### src/rtl/lab4_mac_seq_pkg.sv
// Shared definitions for the lab 4 time-multiplexed three-tap summer.
// State encoding, datapath widths and default tap coefficients.
package lab4_mac_seq_pkg;

   localparam int X_W    = 10;
   localparam int FX_W   = 12;
   localparam int PROD_W = 24;
   localparam int FRAC_W = 11;

   typedef enum logic [1:0] {
      IDLE = 2'd0,
      MUL1 = 2'd1,
      MUL2 = 2'd2,
      MUL3 = 2'd3
   } state_t;

   localparam logic signed [FX_W-1:0] K1_DEF = 12'hC00;
   localparam logic signed [FX_W-1:0] K2_DEF = 12'h500;
   localparam logic signed [FX_W-1:0] K3_DEF = 12'hC00;

   // Widen a 1.9 sample to 1.11 by appending two zero fraction bits.
   function automatic logic [FX_W-1:0] widen(input logic [X_W-1:0] x);
      return {x, 2'b00};
   endfunction

endpackage

### src/rtl/lab4_mac_seq_mult.sv
// Shared 12x12 signed multiplier, purely combinational.
// Full 24-bit product; the caller picks the slice it needs.
module mult_gen_0
   import lab4_mac_seq_pkg::*;
(
   input  logic signed [FX_W-1:0]   a,
   input  logic signed [FX_W-1:0]   b,
   output logic signed [PROD_W-1:0] p
);

   logic signed [PROD_W-1:0] a_ext;
   logic signed [PROD_W-1:0] b_ext;

   // Sign-extend both operands so the product is exact in 24 bits.
   always_comb begin
      a_ext = {{(PROD_W-FX_W){a[FX_W-1]}}, a};
      b_ext = {{(PROD_W-FX_W){b[FX_W-1]}}, b};
      p     = a_ext * b_ext;
   end

endmodule

### src/rtl/lab4_mac_seq.sv
// Three-tap weighted summer, one shared multiplier, one product per clock.
// start/done handshake; y = k1*x1 + k2*x2 + k3*x3 in 1.9 signed.
module lab4_mac_seq
   import lab4_mac_seq_pkg::*;
#(
   parameter logic signed [FX_W-1:0] K1 = K1_DEF,
   parameter logic signed [FX_W-1:0] K2 = K2_DEF,
   parameter logic signed [FX_W-1:0] K3 = K3_DEF
)(
   input  logic           clk,
   input  logic           reset,
   input  logic           start,
   input  logic [X_W-1:0] x1,
   input  logic [X_W-1:0] x2,
   input  logic [X_W-1:0] x3,
   output logic           busy,
   output logic           done,
   output logic [X_W-1:0] y
);

   state_t state;

   logic [FX_W-1:0] v1;
   logic [FX_W-1:0] v2;
   logic [FX_W-1:0] v3;
   logic [FX_W-1:0] acc;

   logic signed [FX_W-1:0]   op_a;
   logic signed [FX_W-1:0]   op_b;
   logic signed [PROD_W-1:0] prod_full;
   logic [FX_W-1:0]          prod;
   logic [FX_W-1:0]          sum;
   logic                     prod_unused;

   // Select the latched sample and its coefficient for the current tap.
   always_comb begin
      op_a = '0;
      op_b = '0;
      unique case (state)
         MUL1: begin
            op_a = v1;
            op_b = K1;
         end
         MUL2: begin
            op_a = v2;
            op_b = K2;
         end
         MUL3: begin
            op_a = v3;
            op_b = K3;
         end
         default: begin
            op_a = '0;
            op_b = '0;
         end
      endcase
   end

   mult_gen_0 u_mult (
      .a (op_a),
      .b (op_b),
      .p (prod_full)
   );

   // Back to 1.11: drop the top sign bit and 11 fraction bits (floor).
   always_comb begin
      prod        = prod_full[FX_W+FRAC_W-1:FRAC_W];
      prod_unused = ^{prod_full[PROD_W-1], prod_full[FRAC_W-1:0]};
      sum         = acc + prod;
   end

   assign busy = (state != IDLE);

   // Sequencer: capture on accept, accumulate one tap per cycle, publish.
   always_ff @(posedge clk or posedge reset) begin
      if (reset) begin
         state <= IDLE;
         v1    <= '0;
         v2    <= '0;
         v3    <= '0;
         acc   <= '0;
         y     <= '0;
         done  <= 1'b0;
      end else begin
         done <= 1'b0;
         unique case (state)
            IDLE: begin
               if (start) begin
                  v1    <= widen(x1);
                  v2    <= widen(x2);
                  v3    <= widen(x3);
                  acc   <= '0;
                  state <= MUL1;
               end
            end
            MUL1: begin
               acc   <= sum;
               state <= MUL2;
            end
            MUL2: begin
               acc   <= sum;
               state <= MUL3;
            end
            MUL3: begin
               acc   <= sum;
               y     <= sum[FX_W-1:2];
               done  <= 1'b1;
               state <= IDLE;
            end
            default: state <= IDLE;
         endcase
      end
   end

endmodule

### config.mk
export PLATFORM = sky130hd
export DESIGN_NAME = lab4_mac_seq
export DESIGN_NICKNAME = d
export VERILOG_FILES = /design/src/rtl/lab4_mac_seq_pkg.sv /design/src/rtl/lab4_mac_seq_mult.sv /design/src/rtl/lab4_mac_seq.sv
export SDC_FILE = /design/constraint.sdc
export NUM_CORES = 1
export LEC_CHECK = 0
export CAP_MARGIN = 40
export CORE_MARGIN = 4
export CORE_UTILIZATION = 45
export CTS_BUF_LIST = sky130_fd_sc_hd__clkbuf_8
export CTS_CLUSTER_SIZE = 40
export DETAILED_ROUTE_END_ITERATION = 7
export PLACE_DENSITY = 0.66
export SKIP_CTS_REPAIR_TIMING = 1
export SYNTH_ARGS = -nofsm -noshare
export SYNTH_HDL_FRONTEND = slang
export SYNTH_SLANG_ARGS = --single-unit
### constraint.sdc
create_clock -name clk -period 13.65 [get_ports clk]
set_clock_uncertainty 0.15 [all_clocks]
set_input_delay 2.73 -clock clk [delete_from_list [all_inputs] [get_ports clk]]
set_output_delay 2.73 -clock clk [all_outputs]
set_load 0.02 [all_outputs]
; After elaboration in Yosys (flattened, before gate mapping)
; Cells that the tools add are included.
; W data, S select, Z words.
[op_classes]
addsub = 1
n_mul = 1
div_mod_pow = 0
magnitude_cmp = 0
n_eq_ne = 4
shifts = 0
n_mux = 7
n_bitwise = 0
reduce_logical = 5
[op_table]
columns = operator, count
row1 = $pmux W12 S2, 2
row2 = $pmux W12 S3, 1
row3 = $mul A12 B12 Y23, 1
row4 = $add A12 B12 Y12, 1
row5 = $mux W12, 1
row6 = $pmux W2 S4, 1
row7 = $eq A2 B2 Y1 const B, 2
row8 = $reduce_or A3 Y1, 1
row9 = $eq A2 B1 Y1 const B, 1
row10 = $logic_not A2 Y1, 1
row11 = $mux W2, 1
row12 = $ne A2 B2 Y1 const B, 1
row13 = $reduce_and A2 Y1, 1
row14 = $reduce_bool A2 Y1, 1
row15 = $reduce_or A2 Y1, 1
row16 = $mux W1, 1
[word_totals]
regBits = 55
latchBits = 0
ram_bits = 0
mem_bits_ro = 0
input_bits = 33
out_inout_bits = 12
elab_cells = 25
mem_count = 0

; Depth between registers and ports, before layout
; Gate-level depths: netlist of run 1.
[logic_depth]
ltp_word = 6
mapped_depth = 26

; Cells and area by module
; From an unflattened synthesis of run 1, not the netlist that was laid out.
[hier_totals]
hier_cells = 858
area_unflattened_um2 = 8231.6
[modules_own_cells]
columns = module, instances, cells_each, area_each_um2, seq_area_each_um2
row1 = mult_gen_0, 1, 612, 5401.4, 0.0
row2 = lab4_mac_seq, 1, 246, 2830.2, 1376.3

; Worst setup path after synthesis of run 1
; Ideal clock, no wire load.
[synth_path]
path_kind = register to register
startpoint = reg state[0]
endpoint = reg y[9]
setup_time_ps = 125
arrival_time_ps = 5591
path_slack_ps = 7784
stages_incl_launch_ff = 24
path_cell_list = dfrtp_1 > inv_1 > ha_1 > clkbuf_1 > clkbuf_1 > buf_1 > nor3_1 > ha_1 > fa_1 > ha_1 > ha_1 > ha_1 > ha_1 > a21o_1 > a21oi_1 > o21ai_0 > a21oi_1 > xnor2_1 > ha_1 > a2111oi_0 > a21o_1 > o21ai_1 > xnor2_1 > mux2_2
[synth_via]
elab_chain_len = 5
[synth_lines]
columns = item, line_no
row1 = from (decl), lab4_mac_seq.sv:21  ; state_t state;
row2 = from (signal assigned), lab4_mac_seq.sv:77  ; state <= IDLE;
row3 = from (signal assigned), lab4_mac_seq.sv:93  ; state <= MUL1;
row4 = from (signal assigned), lab4_mac_seq.sv:98  ; state <= MUL2;
row5 = $eq A2 B2 Y1 or $eq A2 B1 Y1 (tied branches), "lab4_mac_seq.sv:39, lab4_mac_seq.sv:86"
row6 = $reduce_or A2 Y1 (no source line), n/a
row7 = $pmux W12 S2, lab4_mac_seq.sv:39  ; unique case (state)
row8 = $mul A12 B12 Y23, lab4_mac_seq_mult.sv:18  ; p = a_ext * b_ext;
row9 = $add A12 B12 Y12, lab4_mac_seq.sv:69  ; sum = acc + prod;
row10 = to (signal assigned), lab4_mac_seq.sv:106  ; y <= sum[FX_W-1:2];
row11 = to (decl), lab4_mac_seq.sv:18  ; output logic [X_W-1:0] y
; Several ways; a longest one is shown, not always the timed one.
; A chain may end at the register's enable or synchronous reset.

; Worst setup path in the final report of run 1
; Ends and elaborated chain as after synthesis.

==> flow_summary.yaml, run 1 <==
logic_synthesis:
  synth-edff-count: 0
  yosys_warnings: 0
  synth.distinct_cells: 45
  syn-cell-area_um2: 4063
  synth-main-ff-cell: "dfrtp_1"
  synthMuxAreaShare: 0.08593
  synthTopCellsByCount: "ha_1, dfrtp_1, inv_1, mux2_2, nand2_1"
  synth_compound_area_frac: 0.1327
  ys_async_sr_fraction: 1.000
  synth_area_leaders: "dfrtp_1, ha_1, mux2_2"
  synth_fa_ha_area_frac: 0.2525
  synth_area_per_cell_um2: 10.18
  yosys.area_share.simple: 0.09670
  synthXorXnorAreaFrac: 0.04527
  synth.most_common_cell: "ha_1"
  synth_top_family_by_area: "adder cells"
  synth_seq_area_share: 0.3388
  syn_nets: 508
  synth_top_area_share: 0.3388
  synth-seq-cells: 55
  synth_cells: 399
  synth_top_area_cell: "dfrtp_1"
clocking:
  numClockSinks: 55
  clk_latency_ns: 0.31
  cts-root-buf: "clkbuf_8"
  numCtsBuffers: 5
  tritoncts: "built"
  clkTransAtPathRegs_ns: 0.10
  cts_max_path_buffers: 2
  htreeDepth: 2
drt:
  finalWirelength_mm: 7.784
  drt-initial-drc-count: 149
  drc_errors: 0
  vias: 2979
  first_pass_iters: 5
  viasPerCell: 5.476
  wl_per_cell_um: 14.31
  drtAntennaViolNets: 0
placed_design:
  dp.final_hpwl_mm: 6.034
  place_inst: 536
  post_dp_cell_area_um2: 4606
  io_buffer_count: 44
  dp_worst_setup_slack_ns: 7.134
  gp_congestion: 0.8449
run:
  maxCapViolations: 0
setup_path:
  crit_family: "adder cells"
  crit_path_end_kind: "flop"
  cpMostUsedCell: "ha_1"
  max_stage_delay_ns: 0.85
  critical_path_arrival_ns: 6.59
  slowest_stage: "o21bai_1"
  crit_buf_inv: 0
  worstSetupPathType: "flop to flop"
  cp_max_fo: 18
  start_kind: "flop"
  worstPathRequired_ns: 13.71
  path_cells: "ha_1, o21bai_1, nor2_1, ha_1, fa_1, ha_1, ha_1, ha_1, ha_1, a21o_1, a21oi_1, o21ai_0, a21oi_1, xnor2_1, ha_1, a2111oi_0, a21o_1, o21ai_1, xnor2_1, mux2_2"
timing:
  tightest_slew_ns: 0.9144
  slew_headroom: 0.3892
  max_clock_freq_ghz: 0.1532
  final-hold-violation-count: 0
  maxSlewViolCount: 0
  fin_ws_ns: 7.121
  min_period_over_period: 0.4783
  grt_setup_unrepaired: "no"
  finalCriticalPeriod_ns: 6.529
  setup_violations: 0
  fin_setup_tns_ns: 0
layout:
  final_area_um2: 4721
  drive_above_1_share: 0.1078
  multi_input_area_um2: 2491
  layoutNonFillerInstCount: 544
  antennaDiodeCount: 0
  fillerInstances: 798
  register_area_um2: 1376
  area_delta_synth_final_pct: 16.20
  nNetsFinal: 544
global_route:
  grt_pass1_vias: 2921
  gr-total-overflow: 0
  groute.usage.overall: 0.1560
  grt_max_degree: 56
  grt_first_pass_wirelength_mm: 13.14
  grt_antenna_before_repair: 0
die:
  rows: 34
  start_util: 0.4636
  die_h_um: 103.0
  core_region_area_um2: 8763
  io_pins: 45
  dieArea_um2: 10610
  die_width_um: 103.0
outcome:
  outcome: "completed"
worst_hold_path:
  hold_path.class: "flop to flop"
-- worst reg2reg max path: cells and delay by family (launching register included) --
family / cells / cell delay [ns]
adders and majority gates: 8 / 2.85
AOI/OAI and AO/OA: 8 / 2.29
DFF: 1 / 0.42
xor gates and xnor gates: 2 / 0.31
muxes: 1 / 0.26
and+or+nand+nor: 1 / 0.13
-- worst paths after layout --
path,slack (ns),end,cells after the start,startpoint
worst max-delay path,7.12,y[9]$_DFFE_PP0N_,20,state[0]$_DFFE_PP0P_
worst min-delay path,0.34,y[3]$_DFFE_PP0N_,2,y[3]$_DFFE_PP0N_
worst max register to register,7.12,y[9]$_DFFE_PP0N_,20,state[0]$_DFFE_PP0P_
worst min register to register,0.34,y[3]$_DFFE_PP0N_,2,y[3]$_DFFE_PP0N_
max in group asynchronous,10.11,acc[1]$_DFFE_PP0P_,3,reset
min in group asynchronous,2.75,y[0]$_DFFE_PP0N_,3,reset
-- per-stage QoR --
stage	hold WS, ns	utilization
6_report	0.3446	0.5387
5_1_grt	0.3857	0.5387
4_1_cts	0.3509	0.5387
3_5_place_dp	0.3247	0.5256
3_3_place_gp	0.3188	0.5224
2_1_floorplan	0.3283	-
-- metal layers --
metal	GRT usage	vias to the layer above	part of all wire
met1	0.2081	1427	0.45
met3	0.02030	9	0.038
met5	0	-	0
li1	-	1490	-
met2	0.2649	53	0.50
met4	0.04582	0	0.014
-- cell usage in the layout (no fill, tap or decap), types with 3 or more instances in the layout --
| master | n |
|---|---|
| nor3_1 | 15 |
| o21ai_1 | 4 |
| a211oi_1 | 3 |
| a21o_1 | 4 |
| o22ai_1 | 8 |
| o21a_1 | 4 |
| a21oi_1 | 13 |
| inv_1 | 30 |
| o21ai_0 | 14 |
| mux2_2 | 31 |
| nand4_1 | 3 |
| clkdlybuf4s50_1 | 44 |
| fa_1 | 10 |
| dfrtp_1 | 55 |
| xnor2_1 | 14 |
| xor2_1 | 7 |
| ha_1 | 66 |
| nor2_1 | 28 |
| clkbuf_8 | 5 |
| nand2_1 | 31 |
| a222oi_1 | 10 |
-- logic make-up (layout without fill, tap and decap cells) --
kind of cell | after synthesis | in the layout
AO/OA/AOI/OAI | 78 | 78
XOR/XNOR | 21 | 21
adder cells (fa/ha/maj) | 76 | 76
buffers and inverters | 50 | 87
flip-flops | 55 | 55
multiplexers | 31 | 31
AND/OR/NAND/NOR | 88 | 88
-- registers in the layout (all words and copies together), names as in the netlist --
register / flops
acc: 12
done: 1
state: 2
v1: 10
v2: 10
v3: 10
y: 10
-- final cells by class --
cell class,count,share of cell area
clock buffer,5,0.01458
clock inverter,3,0.009807
inverter,32,0.02544
multi-input combinational,294,0.5277
sequential,55,0.2915
tap,108,0.02862
timing repair buffer,47,0.1023
Power of run 1 is left out: the tool's default activity adds up to more than one toggle a clock period on the data nets, which glitch-free logic cannot reach.
==> inputs of run 2 (changes only) <==
--- a/config.mk
+++ b/config.mk
@@ -11,7 +11,7 @@
 export CTS_BUF_LIST = sky130_fd_sc_hd__clkbuf_8
 export CTS_CLUSTER_SIZE = 40
 export DETAILED_ROUTE_END_ITERATION = 7
-export PLACE_DENSITY = 0.66
+export PLACE_DENSITY = 0.69
 export SKIP_CTS_REPAIR_TIMING = 1
 export SYNTH_ARGS = -nofsm -noshare
 export SYNTH_HDL_FRONTEND = slang
==> constraint.sdc (replaced) <==
create_clock -name clk -period 5.25 [get_ports clk]
set_clock_uncertainty 0.15 [all_clocks]
set_input_delay 1.05 -clock clk [delete_from_list [all_inputs] [get_ports clk]]
set_output_delay 1.05 -clock clk [all_outputs]
set_load 0.02 [all_outputs]
==> flow_summary.yaml, run 2 (synthesized netlist as in run 1, its figures left out) <==
global_route:
  groute.usage.overall: 0.1760
  busiest_layer: "met2"
  grt_first_pass_wirelength_mm: 14.88
  grt_antenna_before_repair: 0
  met2_usage: 0.2921
  gr-total-overflow: 0
  grt_max_degree: 56
  grt_util_met1: 0.2454
  grt_pass1_vias: 3203
  met3_usage: 0.02368
clocking:
  clkTransAtPathRegs_ns: 0.11
  tritoncts: "built"
  cts_max_path_buffers: 2
  clk_latency_ns: 0.32
  numClockSinks: 55
  cts-root-buf: "clkbuf_8"
  htreeDepth: 2
  numCtsBuffers: 5
timing:
  setup_violations: 8
  fin_setup_tns_ns: -1.347
  whs_ns: 0.3471
  min_period_over_period: 1.055
  fin_ws_ns: -0.2891
  slew_headroom: 0.5302
  max_clock_freq_ghz: 0.1805
  finalCriticalPeriod_ns: 5.539
  tightest_slew_ns: 0.7047
  grt_setup_unrepaired: "yes"
  maxSlewViolCount: 0
  final-hold-violation-count: 0
layout:
  top_register: "acc"
  final_area_um2: 5522
  final_cell_mix: "buf_4, dfrtp_1, ha_1, clkdlybuf4s50_1, nand2_1"
  mostFrequentLayoutCell: "buf_4"
  largest_register_ffs: 12
  area_delta_synth_final_pct: 35.91
  drive_above_1_share: 0.2955
  nNetsFinal: 602
  antennaDiodeCount: 0
die:
  core_region_area_um2: 8763
  die_h_um: 103.0
  start_util: 0.4636
  die_width_um: 103.0
  io_pins: 45
  dieArea_um2: 10610
  rows: 34
worst_hold_path:
  hold_path.class: "flop to flop"
  min_delay_path_depth: 2
placed_design:
  io_buffer_count: 44
  gp_congestion: 0.8765
  dp_worst_setup_slack_ns: -0.2248
  post_dp_cell_area_um2: 5142
  dp.final_hpwl_mm: 6.932
setup_path:
  r2r_start: "state[0]$_DFFE_PP0P_"
  worstSetupPathType: "flop to flop"
  worstPathRequired_ns: 5.30
  endpoint: "y[9]$_DFFE_PP0N_"
  cp_max_fo: 6
  critical_path_arrival_ns: 5.59
  slowest_stage: "fa_1"
  worstReg2RegEnd: "y[9]$_DFFE_PP0N_"
  crit_path_start: "state[0]$_DFFE_PP0P_"
  crit_path_end_kind: "flop"
  cpMostUsedCell: "ha_4"
  crit_family: "adder cells"
  reg2regPathDepth: 25
  max_stage_delay_ns: 0.59
  cp_num_cells: 25
  crit_buf_inv: 2
  start_kind: "flop"
  r2r_setup_slack_ns: -0.29
outcome:
  outcome: "finished, violations left"
  violations: "setup timing"
drt:
  drc_errors: 0
  vias: 3227
  viasPerCell: 5.360
  drt-initial-drc-count: 162
  first_pass_iters: 5
  drtAntennaViolNets: 0
  finalWirelength_mm: 9.343
  wl_per_cell_um: 15.52
run:
  maxCapViolations: 0
## run 2: cell types whose count changed in the layout (fill, tap and decap cells not counted), moves of 3 or more
cell	delta
buf_4	+56
ha_1	-19
ha_4	+17
a21oi_1	-3
inv_1	-3
inv_2	+3
## run 2: routing by layer
metal | part of all wire | routed length [um]
met1 | 0.47 | 4345
met5 | 0 | 0
met3 | 0.024 | 222
met4 | 0.0095 | 89
met2 | 0.50 | 4686
## run 2: through the flow
stage / std cells / util
after floorplan: 399 / -
after global placement: 587 / 0.5837
after detailed placement: 588 / 0.5868
after CTS: 596 / 0.5977
after global routing: 602 / 0.6301
final: 602 / 0.6301
## run 2: layout make-up
class | instances | area [um^2]
tap | 108 | 135.1
multi-input combinational | 294 | 2849
timing repair buffer | 105 | 943.4
inverter | 32 | 120.1
clock inverter | 3 | 26.28
sequential | 55 | 1379
clock buffer | 5 | 68.82
fill | 686 | 3242
## run 2: worst min-delay path: stages, from the launching register on
cell	delay, ns
dfrtp_1	0.36
nand2_1	0.05
o21ai_0	0.06
## run 2: worst min-delay path by stage
stage,from,to
final,y[4]$_DFFE_PP0N_,y[4]$_DFFE_PP0N_
after global routing,y[5]$_DFFE_PP0N_,y[5]$_DFFE_PP0N_
after CTS,y[4]$_DFFE_PP0N_,y[4]$_DFFE_PP0N_
after detailed placement,y[4]$_DFFE_PP0N_,y[4]$_DFFE_PP0N_
after global placement,y[6]$_DFFE_PP0N_,y[6]$_DFFE_PP0N_
after floorplan,v1[2]$_DFFE_PP0P_,v1[2]$_DFFE_PP0P_
Power of run 2 is left out for the same reason.
==> inputs of run 3 (changes only) <==
--- a/config.mk
+++ b/config.mk
@@ -11,6 +11,7 @@
 export CTS_BUF_LIST = sky130_fd_sc_hd__clkbuf_8
 export CTS_CLUSTER_SIZE = 40
 export DETAILED_ROUTE_END_ITERATION = 7
+export GPL_ROUTABILITY_DRIVEN = 0
 export PLACE_DENSITY = 0.69
 export SKIP_CTS_REPAIR_TIMING = 1
 export SYNTH_ARGS = -nofsm -noshare
==> results of run 3 <==
The final DEF is identical to that of run 2; final timing and power are the same.
Power of run 3 is left out for the same reason.
